$ cat config.mk
export PLATFORM = sky130hd
export DESIGN_NAME = hamming_decode_scheduler
export DESIGN_NICKNAME = d
export VERILOG_FILES = /design/src/rtl/hamming_pkg.sv /design/src/rtl/hamming_decoder.sv /design/src/rtl/hamming_rr_arb.sv /design/src/rtl/hamming_decode_scheduler.sv
export SDC_FILE = /design/constraint.sdc
export NUM_CORES = 1
export LEC_CHECK = 0
export ABC_CLOCK_PERIOD_IN_PS = 2300
export CAP_MARGIN = 10
export CORE_MARGIN = 2
export CORE_UTILIZATION = 48
export CTS_BUF_LIST = sky130_fd_sc_hd__clkbuf_8
export CTS_CLUSTER_SIZE = 24
export DETAILED_ROUTE_END_ITERATION = 16
export HOLD_SLACK_MARGIN = 0.1
export PLACE_DENSITY = 0.83
export RECOVER_POWER = 25
export SYNTH_ARGS = -nofsm -noshare
export SYNTH_HDL_FRONTEND = slang
export SYNTH_SLANG_ARGS = --single-unit
$ cat constraint.sdc
create_clock -name clk -period 2.3 [get_ports clk]
set_input_delay 0.345 -clock clk [delete_from_list [all_inputs] [get_ports clk]]
set_output_delay 0.345 -clock clk [all_outputs]
set_load 0.01 [all_outputs]
$ cat src/rtl/hamming_pkg.sv
// Shared constants, output FSM states and the decoder check-matrix
// columns for the Hamming decode scheduler.
package hamming_pkg;
  localparam int CODE_W   = 7;
  localparam int RES_W    = 8;
  localparam int FLAG_BIT = 7;

  typedef enum logic [0:0] {
    EMPTY = 1'b0,
    FULL  = 1'b1
  } ostate_e;

  // Odd-weight columns: any double error yields an even syndrome.
  function automatic logic [3:0] col_h(input int i);
    logic [3:0] c;
    unique case (i)
      0: c = 4'b0001;
      1: c = 4'b0010;
      2: c = 4'b0100;
      3: c = 4'b1000;
      4: c = 4'b0111;
      5: c = 4'b1011;
      6: c = 4'b1101;
      default: c = 4'b0000;
    endcase
    return c;
  endfunction
endpackage

$ cat src/rtl/hamming_decoder.sv
// Combinational SEC-DED decoder, 7-bit codeword to {flag, code}.
// Inverted polarity: the check equations apply to ~code.
module hamming_decoder
  import hamming_pkg::*;
(
  input  logic [CODE_W-1:0] i_code,
  output logic [RES_W-1:0]  o_res
);
  logic [CODE_W-1:0] w_x;
  logic [CODE_W-1:0] w_flip;
  logic [3:0]        w_syn;
  logic              w_hit;
  logic              w_unc;

  assign w_x = i_code ^ {CODE_W{1'b1}};

  always_comb begin
    w_syn = 4'b0000;
    for (int i = 0; i < CODE_W; i++) begin
      if (w_x[i]) w_syn = w_syn ^ col_h(i);
    end
  end

  always_comb begin
    w_flip = '0;
    w_hit  = 1'b0;
    for (int i = 0; i < CODE_W; i++) begin
      if (w_syn != 4'b0000 && col_h(i) == w_syn) begin
        w_flip[i] = 1'b1;
        w_hit     = 1'b1;
      end
    end
  end

  assign w_unc = (w_syn != 4'b0000) & ~w_hit;
  assign o_res = w_unc ? {1'b1, i_code}
                       : {1'b0, i_code ^ w_flip};
endmodule

$ cat src/rtl/hamming_rr_arb.sv
// Two-way grant: round-robin (ARB_MODE=0) or req0 priority (1).
module hamming_rr_arb #(
  parameter int ARB_MODE = 0
) (
  input  logic clk,
  input  logic rst,
  input  logic i_v0,
  input  logic i_v1,
  input  logic i_accept,
  output logic o_grant
);
  logic r_last;
  logic w_both;

  assign w_both = i_v0 & i_v1;

  always_comb begin
    o_grant = i_v1;
    if (w_both) begin
      o_grant = (ARB_MODE == 1) ? 1'b0 : ~r_last;
    end
  end

  always_ff @(posedge clk) begin
    if (rst) r_last <= 1'b1;
    else if (i_accept) r_last <= o_grant;
  end
endmodule

$ cat src/rtl/hamming_decode_scheduler.sv
// Shares one hamming_decoder between two requesters; registered output.
// Error counters are built only with HAMMING_ERR_STATS_EN defined.
module hamming_decode_scheduler
  import hamming_pkg::*;
#(
  parameter int ARB_MODE = 0,
  parameter int CNT_W    = 8
) (
  input  logic              clk,
  input  logic              rst,
  input  logic              req0_valid,
  input  logic [CODE_W-1:0] req0_code,
  output logic              req0_ready,
  input  logic              req1_valid,
  input  logic [CODE_W-1:0] req1_code,
  output logic              req1_ready,
  output logic              out_valid,
  output logic [RES_W-1:0]  out_data,
  output logic              out_src,
  input  logic              out_ready,
  input  logic              clr_cnt,
  output logic [CNT_W-1:0]  corr_cnt,
  output logic [CNT_W-1:0]  dbl_cnt
);
  ostate_e           r_state;
  logic [RES_W-1:0]  r_data;
  logic              r_src;
  logic              w_load;
  logic              w_acc;
  logic              w_grant;
  logic [CODE_W-1:0] w_code;
  logic [RES_W-1:0]  w_dec;
  logic              w_unc;
  logic              w_cor;

  assign out_valid  = (r_state == FULL);
  assign out_data   = r_data;
  assign out_src    = r_src;
  assign w_load     = ~out_valid | out_ready;
  assign w_acc      = w_load & (req0_valid | req1_valid);
  assign req0_ready = w_load & req0_valid & ~w_grant;
  assign req1_ready = w_load & req1_valid & w_grant;
  assign w_code     = w_grant ? req1_code : req0_code;

  hamming_rr_arb #(.ARB_MODE(ARB_MODE)) u_arb (
    .clk      (clk),
    .rst      (rst),
    .i_v0     (req0_valid),
    .i_v1     (req1_valid),
    .i_accept (w_acc),
    .o_grant  (w_grant)
  );

  hamming_decoder u_dec (
    .i_code (w_code),
    .o_res  (w_dec)
  );

  assign w_unc = w_dec[FLAG_BIT];
  assign w_cor = ~w_dec[FLAG_BIT] &
                 (w_dec[CODE_W-1:0] != w_code);

  always_ff @(posedge clk) begin
    if (rst) begin
      r_state <= EMPTY;
    end else if (w_acc) begin
      r_state <= FULL;
    end else if (out_ready) begin
      r_state <= EMPTY;
    end
  end

  always_ff @(posedge clk) begin
    if (rst) begin
      r_data <= '0;
      r_src  <= 1'b0;
    end else if (w_acc) begin
      r_data <= w_dec;
      r_src  <= w_grant;
    end
  end

`ifdef HAMMING_ERR_STATS_EN
  logic [CNT_W-1:0] r_corr;
  logic [CNT_W-1:0] r_dbl;

  always_ff @(posedge clk) begin
    if (rst || clr_cnt) begin
      r_corr <= '0;
      r_dbl  <= '0;
    end else if (w_acc) begin
      if (w_cor && r_corr != {CNT_W{1'b1}})
        r_corr <= r_corr + 1'b1;
      if (w_unc && r_dbl != {CNT_W{1'b1}})
        r_dbl <= r_dbl + 1'b1;
    end
  end

  assign corr_cnt = r_corr;
  assign dbl_cnt  = r_dbl;
`else
  logic w_unused;
  assign w_unused = ^{clr_cnt, w_unc, w_cor};
  assign corr_cnt = '0;
  assign dbl_cnt  = '0;
`endif
endmodule

==> flow_summary_export.csv, run 1 <==
group,metric,value,unit
worst_hold_path,hp-class,"reg -> reg",
cts,numClockSinks,11,
job,cap_violations,0,
critical_path,reg2reg_slack,560,ps
power,power,0.9234,mW
cts,clock_latency,240,ps
cts,cts_max_path_buffers,2,
synthesis,synth_ff_type,"dfxtp_1",
cts,holdBufCountCts,0,
finish,drive_gt1_share,21.92,%
placed_design,place.gp.congestion,0.8694,
grt,grt_start_max_net_pins,14,
synthesis,synth_top_area_share,15.13,%
cts,clk_pin_slew,50,ps
route,drt-pass1-iter-count,4,
timing,min_period_over_period,96.87,%
placed_design,dp_hpwl,2776,um
grt,antenna_found_initial,0,
timing,fin_skew,2.522,ps
power,power.leakage,0.8641,nW
floorplanning,placementRows,19,
floorplanning,die_h,59.06,um
floorplanning,initial_utilization,51.44,%
power,ir_drop,0.2256,mV
critical_path,path_class,"in -> out",
critical_path,reg2reg_depth,7,
power,intPower,0.6079,mW
synthesis,synth.top_cells.by_count,"buf_4, xnor2_1, dfxtp_1, mux2i_1, nand3_1",
worst_hold_path,min-delay-start,"out_src",
finish,num-fill-cells,224,
synthesis,synth-simple-area-share,17.20,%
synthesis,synth_top_family_by_area,"XOR/XNOR gates",
synthesis,ys_ff_latch,11,
critical_path,cp_max_fo,4,
cts,htree_levels,1,
floorplanning,fp.dieArea,0.003488,mm2
worst_hold_path,whs_endpoint,"out_src",
power,clock_power_share,20.2,%
synthesis,synth_xor_area_share,24.76,%
finish,syn_to_final_growth,37.49,%
grt,grt_pass1_vias,1290,
route,vias,1347,
cts,cts_tree,"built",
synthesis,yosys_warnings,0,
power,power_switching,0.3155,mW
synthesis,synth-compound-area-share,15.65,%
floorplanning,core,0.002829,mm2
synthesis,synth_cell_type_count,40,
grt,overflow,0,
finish,fin_util,70.72,%
critical_path,critical-path-slowest-cell,"dlygate4sd3_1",
synthesis,syn-cell-area,0.001455,mm2
synthesis,synth-edff-count,0,
power,p_sw_share,34.16,%
synthesis,syn_area_per_cell,8.873,um2
route,wl,3442,um
route,post_drt_wl_per_cell,13.77,um
power,seq_power_share,24.3,%
finish,fin_nets,240,
timing,rsz0062_at_grt,"false",
status,status,"complete, no violations",
finish,diodes,0,
critical_path,crit_arrival,1880,ps
synthesis,async_flop_share,0,%
critical_path,cp-start-kind,"input port",
floorplanning,ios,48,
synthesis,postSynthCellCount,164,
timing,timing.fmax,0.4488,GHz
timing,slew_violations,0,
placed_design,portBuffers,30,
route,via_per_inst,5.388,
cts,clockRootBuffer,"clkbuf_8",
critical_path,timing.rr.start,"u_arb.r_last",
synthesis,synth_area_leaders,"dfxtp_1, xnor2_1, buf_4",
worst_hold_path,holdPathStages,2,
power,pwr-share-comb,55.5,%
power,power_density,461.5,mW/mm2
timing,fin_hold_ws,492.5,ps
critical_path,path_cells,"dlygate4sd3_1 -> a21boi_4 -> and2_1 -> clkdlybuf4s50_1",
critical_path,cp-end-kind,"output pin",
route,drc,0,
synthesis,synthMuxAreaShare,12.47,%
grt,grtUsageTotal,20.92,%
synthesis,yosysSeqAreaShare,15.13,%
timing,period_minus_slack,2228,ps
synthesis,synthAdderAreaFrac,0.6879,%
critical_path,worst_ep_required_time,1960,ps
timing,finalHoldViolCount,0,
critical_path,r2r_end,"out_data[7]",
synthesis,yosysTopAreaCell,"dfxtp_1",
grt,grt_pass1_wl,5651,um
timing,setup_viol,0,
floorplanning,die_x,59.06,um
critical_path,slowest_delay,590,ps
cts,cts_buffers,3,
route,postRouteAntennaNets,0,
route,drt-initial-drc-count,51,
-- how the worst max path moves through the flow --
stage | startpoint | to | slack [ps] | cells past startpoint
2_1_floorplan | req0_code[5] | out_data[2] | 520 | 7
3_3_place_gp | req0_code[4] | out_data[5] | -100 | 6
3_5_place_dp | req0_code[4] | out_data[7] | -130 | 7
4_1_cts | req0_code[4] | out_data[7] | 60 | 7
5_1_grt | req1_code[4] | out_data[7] | 5 | 8
6_report | req0_valid | req1_ready | 70 | 4
-- kinds of logic (layout without fill, tap and decap cells) --
kind of cell	after synthesis	in the layout
buf+inv	29	69
compound gates	30	30
xor+xnor	31	31
simple gates	46	46
mux	15	15
other cells	1	16
fa+ha+maj	1	1
flops	11	11
-- through the flow --
stage                     setup slack, ps  instances  cell area, um2  setup TNS [ps]
after floorplan                     518.1        179            1511               0
after global routing                5.230        250            2001               0
final                               72.07        250            2001               0
after detailed placement           -134.9        246            1921          -782.8
after CTS                           60.67        250            1966               0
after global placement             -104.4        246            1921          -425.5
-- layer usage --
metal | GRT usage, % | routed length [um] | vias up
li1 | - | - | 660
met1 | 25.23 | 1430 | 634
met2 | 39.68 | 1789 | 51
met3 | 2.183 | 199 | 2
met4 | 4.221 | 22 | 0
met5 | 0 | 0 | -
-- critical path: cells and delay by family --
family | cells | cell delay (ps)
buf+inv | 2 | 1140
compound gates | 1 | 210
simple gates | 1 | 190
-- repair_timing --
action | 4_1_cts | 5_1_grt
gates resized for setup | 0 | 7
endpoints found under the setup margin | 0 | 6
buffers inserted | 0 | 0
-- state kept, by name (all words and copies together) (netlist names) --
register,count
u_arb.r_last,1
out_src,1
out_data,8
out_valid,1
-- cell type report --
class	count	area (um2)	share of cell area, %
clock buffer	3	41.29	2.064
clock inverter	1	3.754	0.1876
inverter	1	3.754	0.1876
multi-input combinational	139	1124	56.16
sequential	11	220.2	11.01
tap	31	38.79	1.939
timing repair buffer	64	569.3	28.46
-- placed cells by master, fill, tap and decap left out, drive strengths merged, types with 4 or more instances in the layout --
cell / netlist / layout
o21ai: 4 / 4
conb: 1 / 16
xnor2: 21 / 21
nand2: 5 / 5
xnor3: 4 / 4
nand3: 10 / 10
clkbuf: 3 / 4
a31oi: 5 / 5
clkdlybuf4s50: 0 / 25
nand2b: 6 / 6
a221oi: 5 / 5
buf: 25 / 33
dfxtp: 11 / 11
or3: 8 / 8
nor2: 8 / 8
mux2i: 13 / 13
a211oi: 5 / 5
xor2: 6 / 6
-- power by group through the flow --
stage	Combinational (mW)	Clock, mW	Sequential [mW]
4_1_cts	0.507	0.191	0.225
3_5_place_dp	0.501	0	0.229
2_1_floorplan	0.321	0	0.238
5_1_grt	0.553	0.200	0.227
3_3_place_gp	0.484	0	0.227
6_report	0.512	0.186	0.225
(Power assumes the default switching activity.)
==> run 2, diff against run 1 <==
--- a/config.mk
+++ b/config.mk
@@ -15,6 +15,7 @@
 export HOLD_SLACK_MARGIN = 0.1
 export PLACE_DENSITY = 0.83
 export RECOVER_POWER = 25
+export SLEW_MARGIN = 40
 export SYNTH_ARGS = -nofsm -noshare
 export SYNTH_HDL_FRONTEND = slang
 export SYNTH_SLANG_ARGS = --single-unit
==> results of run 2 <==
The final DEF is identical to that of run 1; final timing and power are the same.
==> run 3, diff against run 2 <==
--- a/config.mk
+++ b/config.mk
@@ -5,16 +5,17 @@
 export SDC_FILE = /design/constraint.sdc
 export NUM_CORES = 1
 export LEC_CHECK = 0
-export ABC_CLOCK_PERIOD_IN_PS = 2300
+export ABC_CLOCK_PERIOD_IN_PS = 2800
 export CAP_MARGIN = 10
 export CORE_MARGIN = 2
-export CORE_UTILIZATION = 48
+export CORE_UTILIZATION = 51
 export CTS_BUF_LIST = sky130_fd_sc_hd__clkbuf_8
 export CTS_CLUSTER_SIZE = 24
 export DETAILED_ROUTE_END_ITERATION = 16
 export HOLD_SLACK_MARGIN = 0.1
-export PLACE_DENSITY = 0.83
+export PLACE_DENSITY = 0.88
 export RECOVER_POWER = 25
+export REMOVE_ABC_BUFFERS = 1
 export SLEW_MARGIN = 40
 export SYNTH_ARGS = -nofsm -noshare
 export SYNTH_HDL_FRONTEND = slang
==> constraint.sdc (replaced) <==
create_clock -name clk -period 2.8 [get_ports clk]
set_input_delay 0.42 -clock clk [delete_from_list [all_inputs] [get_ports clk]]
set_output_delay 0.42 -clock clk [all_outputs]
set_load 0.01 [all_outputs]
==> run 3 against run 2 <==
Non-clock buffer count shrank 32. Sequential share of layout area increased by 1.8 points. First-iteration DRC count fell by 18%. Wire length shrank 15%. Clock power down 19%. Cell area is 14% lower. Flip-flop and latch count unchanged. Cell count shrank 13%. Via count decreased by 10%. Power down 26%. Combinational power decreased by 32%. Die area down 5.5%. Critical endpoint unchanged. Highest routed layer unchanged.
==> flow_summary_export.csv, run 3 (same netlist as run 1, synthesis figures left out) <==
group,metric,value,unit
status,status,"complete, no violations",
finish,syn_to_final_growth,17.71,%
placed_design,placed_cells,214,
finish,final_common_cell,"clkdlybuf4s50_1",
timing,period_minus_slack,2581,ps
critical_path,path_cells,"clkdlybuf4s50_1 -> a21boi_4 -> and2_1 -> clkdlybuf4s50_1",
critical_path,cp_max_fo,8,
cts,cts_buffers,3,
timing,min_period_over_period,92.18,%
grt,antenna_found_initial,0,
timing,fin_hold_ws,496.2,ps
cts,clk_pin_slew,50,ps
power,p_sw_share,34.26,%
critical_path,critical-path-slowest-cell,"clkdlybuf4s50_1",
grt,grt_pass1_vias,1107,
cts,cts_tree,"built",
finish,drive_gt1_share,7.487,%
worst_hold_path,hp-class,"reg -> reg",
placed_design,portBuffers,30,
job,cap_violations,0,
critical_path,worst_ep_required_time,2380,ps
floorplanning,die_h,57.42,um
timing,fin_skew,3.523,ps
cts,post_cts_resized,0,
critical_path,slowest_delay,560,ps
route,drt-pass1-iter-count,4,
cts,holdBufCountCts,0,
route,post_drt_wl_per_cell,13.47,um
critical_path,cp-start-kind,"input port",
timing,rsz0062_at_grt,"false",
route,wl,2936,um
critical_path,cp-end-kind,"output pin",
critical_path,crit_arrival,2160,ps
power,power,0.6833,mW
finish,multi_input_area,0.001090,mm2
timing,setup_viol,0,
placed_design,dp_hpwl,2404,um
route,drt-initial-drc-count,42,
grt,grt_start_max_net_pins,18,
timing,relSlewSlack,66.47,%
finish,layout_common_cells,"clkdlybuf4s50_1, xnor2_1, conb_1",
timing,worstMarginPinSlew,501.4,ps
power,ir_drop,0.3157,mV
route,via_per_inst,5.541,
grt,grt_pass1_wl,4692,um
timing,slew_violations,0,
critical_path,cp_top_family,"buffers and inverters",
route,drc,0,
finish,num-fill-cells,254,
timing,timing.fmax,0.3874,GHz
cts,cts_max_path_buffers,2,
floorplanning,ios,48,
critical_path,crit_top_cell,"clkdlybuf4s50_1",
finish,largest_reg_flops,8,
timing,finalHoldViolCount,0,
cts,clock_latency,230,ps
power,seq_power_share,27.0,%
timing,tns,0,ps
cts,htree_levels,1,
floorplanning,placementRows,19,
power,intPower,0.4491,mW
cts,numClockSinks,11,
power,power_switching,0.2341,mW
power,clock_power_share,22.0,%
power,power_density,398.9,mW/mm2
floorplanning,core,0.002734,mm2
grt,overflow,0,
route,postRouteAntennaNets,0,
critical_path,crit_buf_inv,2,
cts,cts_setup_buffers,0,
route,vias,1208,
floorplanning,fp.dieArea,0.003296,mm2
placed_design,place.gp.congestion,0.8716,
power,pwr-share-comb,51.0,%
finish,fin_nets,208,
power,power.leakage,0.6836,nW
finish,fin_util,62.65,%
finish,regArea,220.2,um2
grt,grtUsageTotal,18.32,%
floorplanning,die_x,57.42,um
floorplanning,initial_utilization,53.23,%
finish,diodes,0,
cts,clockRootBuffer,"clkbuf_8",
critical_path,path_class,"in -> out",
finish,fin_cells,218,
-- run 3: cell count changes in the layout (fill, tap and decap cells not counted), moves of 2 or more --
| cell | change |
|---|---|
| buf_4 | -30 |
| dlygate4sd3_1 | +2 |
| dlymetal6s2s_1 | -2 |
| xor2_1 | +2 |
-- run 3: worst paths after layout --
kind / cells after the start / endpoint / slack (ps) / from
hold / removal: 2 / out_src / 500 / out_src
setup / recovery: 4 / req1_ready / 220 / req1_valid
hold reg to reg: 2 / out_src / 500 / out_src
setup reg to reg: 5 / out_data[5] / 980 / u_arb.r_last
-- run 3: final cells by class --
cell class,instances,area share (%)
multi-input combinational,139,63.62
timing repair buffer,32,18.41
sequential,11,12.86
clock buffer,3,2.411
inverter,1,0.2191
tap,31,2.264
clock inverter,1,0.2191
-- run 3: power groups by stage --
stage | logic [mW] | registers (mW) | clock network [mW]
2_1_floorplan | 0.224 | 0.195 | 0
3_3_place_gp | 0.338 | 0.187 | 0
3_5_place_dp | 0.352 | 0.188 | 0
4_1_cts | 0.353 | 0.185 | 0.153
5_1_grt | 0.380 | 0.186 | 0.164
6_report | 0.348 | 0.184 | 0.151
-- run 3: tightest hold or removal path: cells and delay by family (launching register included) --
kind               cells  cell delay (ps)
AOI/OAI and AO/OA      1               60
DFF                    1              320
and+or+nand+nor        1               70
-- run 3: metal layers --
layer  wire (um)  vias to the layer above  track usage (%)
met3         161                        8            2.721
li1            -                      598                -
met4          70                        0            9.967
met1        1177                      559            19.89
met2        1527                       43            33.60
met5           0                        -                0
-- run 3: per-stage QoR --
step,area [um2],setup WS (ps)
floorplan,1314,715.7
global placement,1668,244.4
detailed placement,1668,143.5
CTS,1713,223.2
global route,1713,139.7
finish,1713,218.9
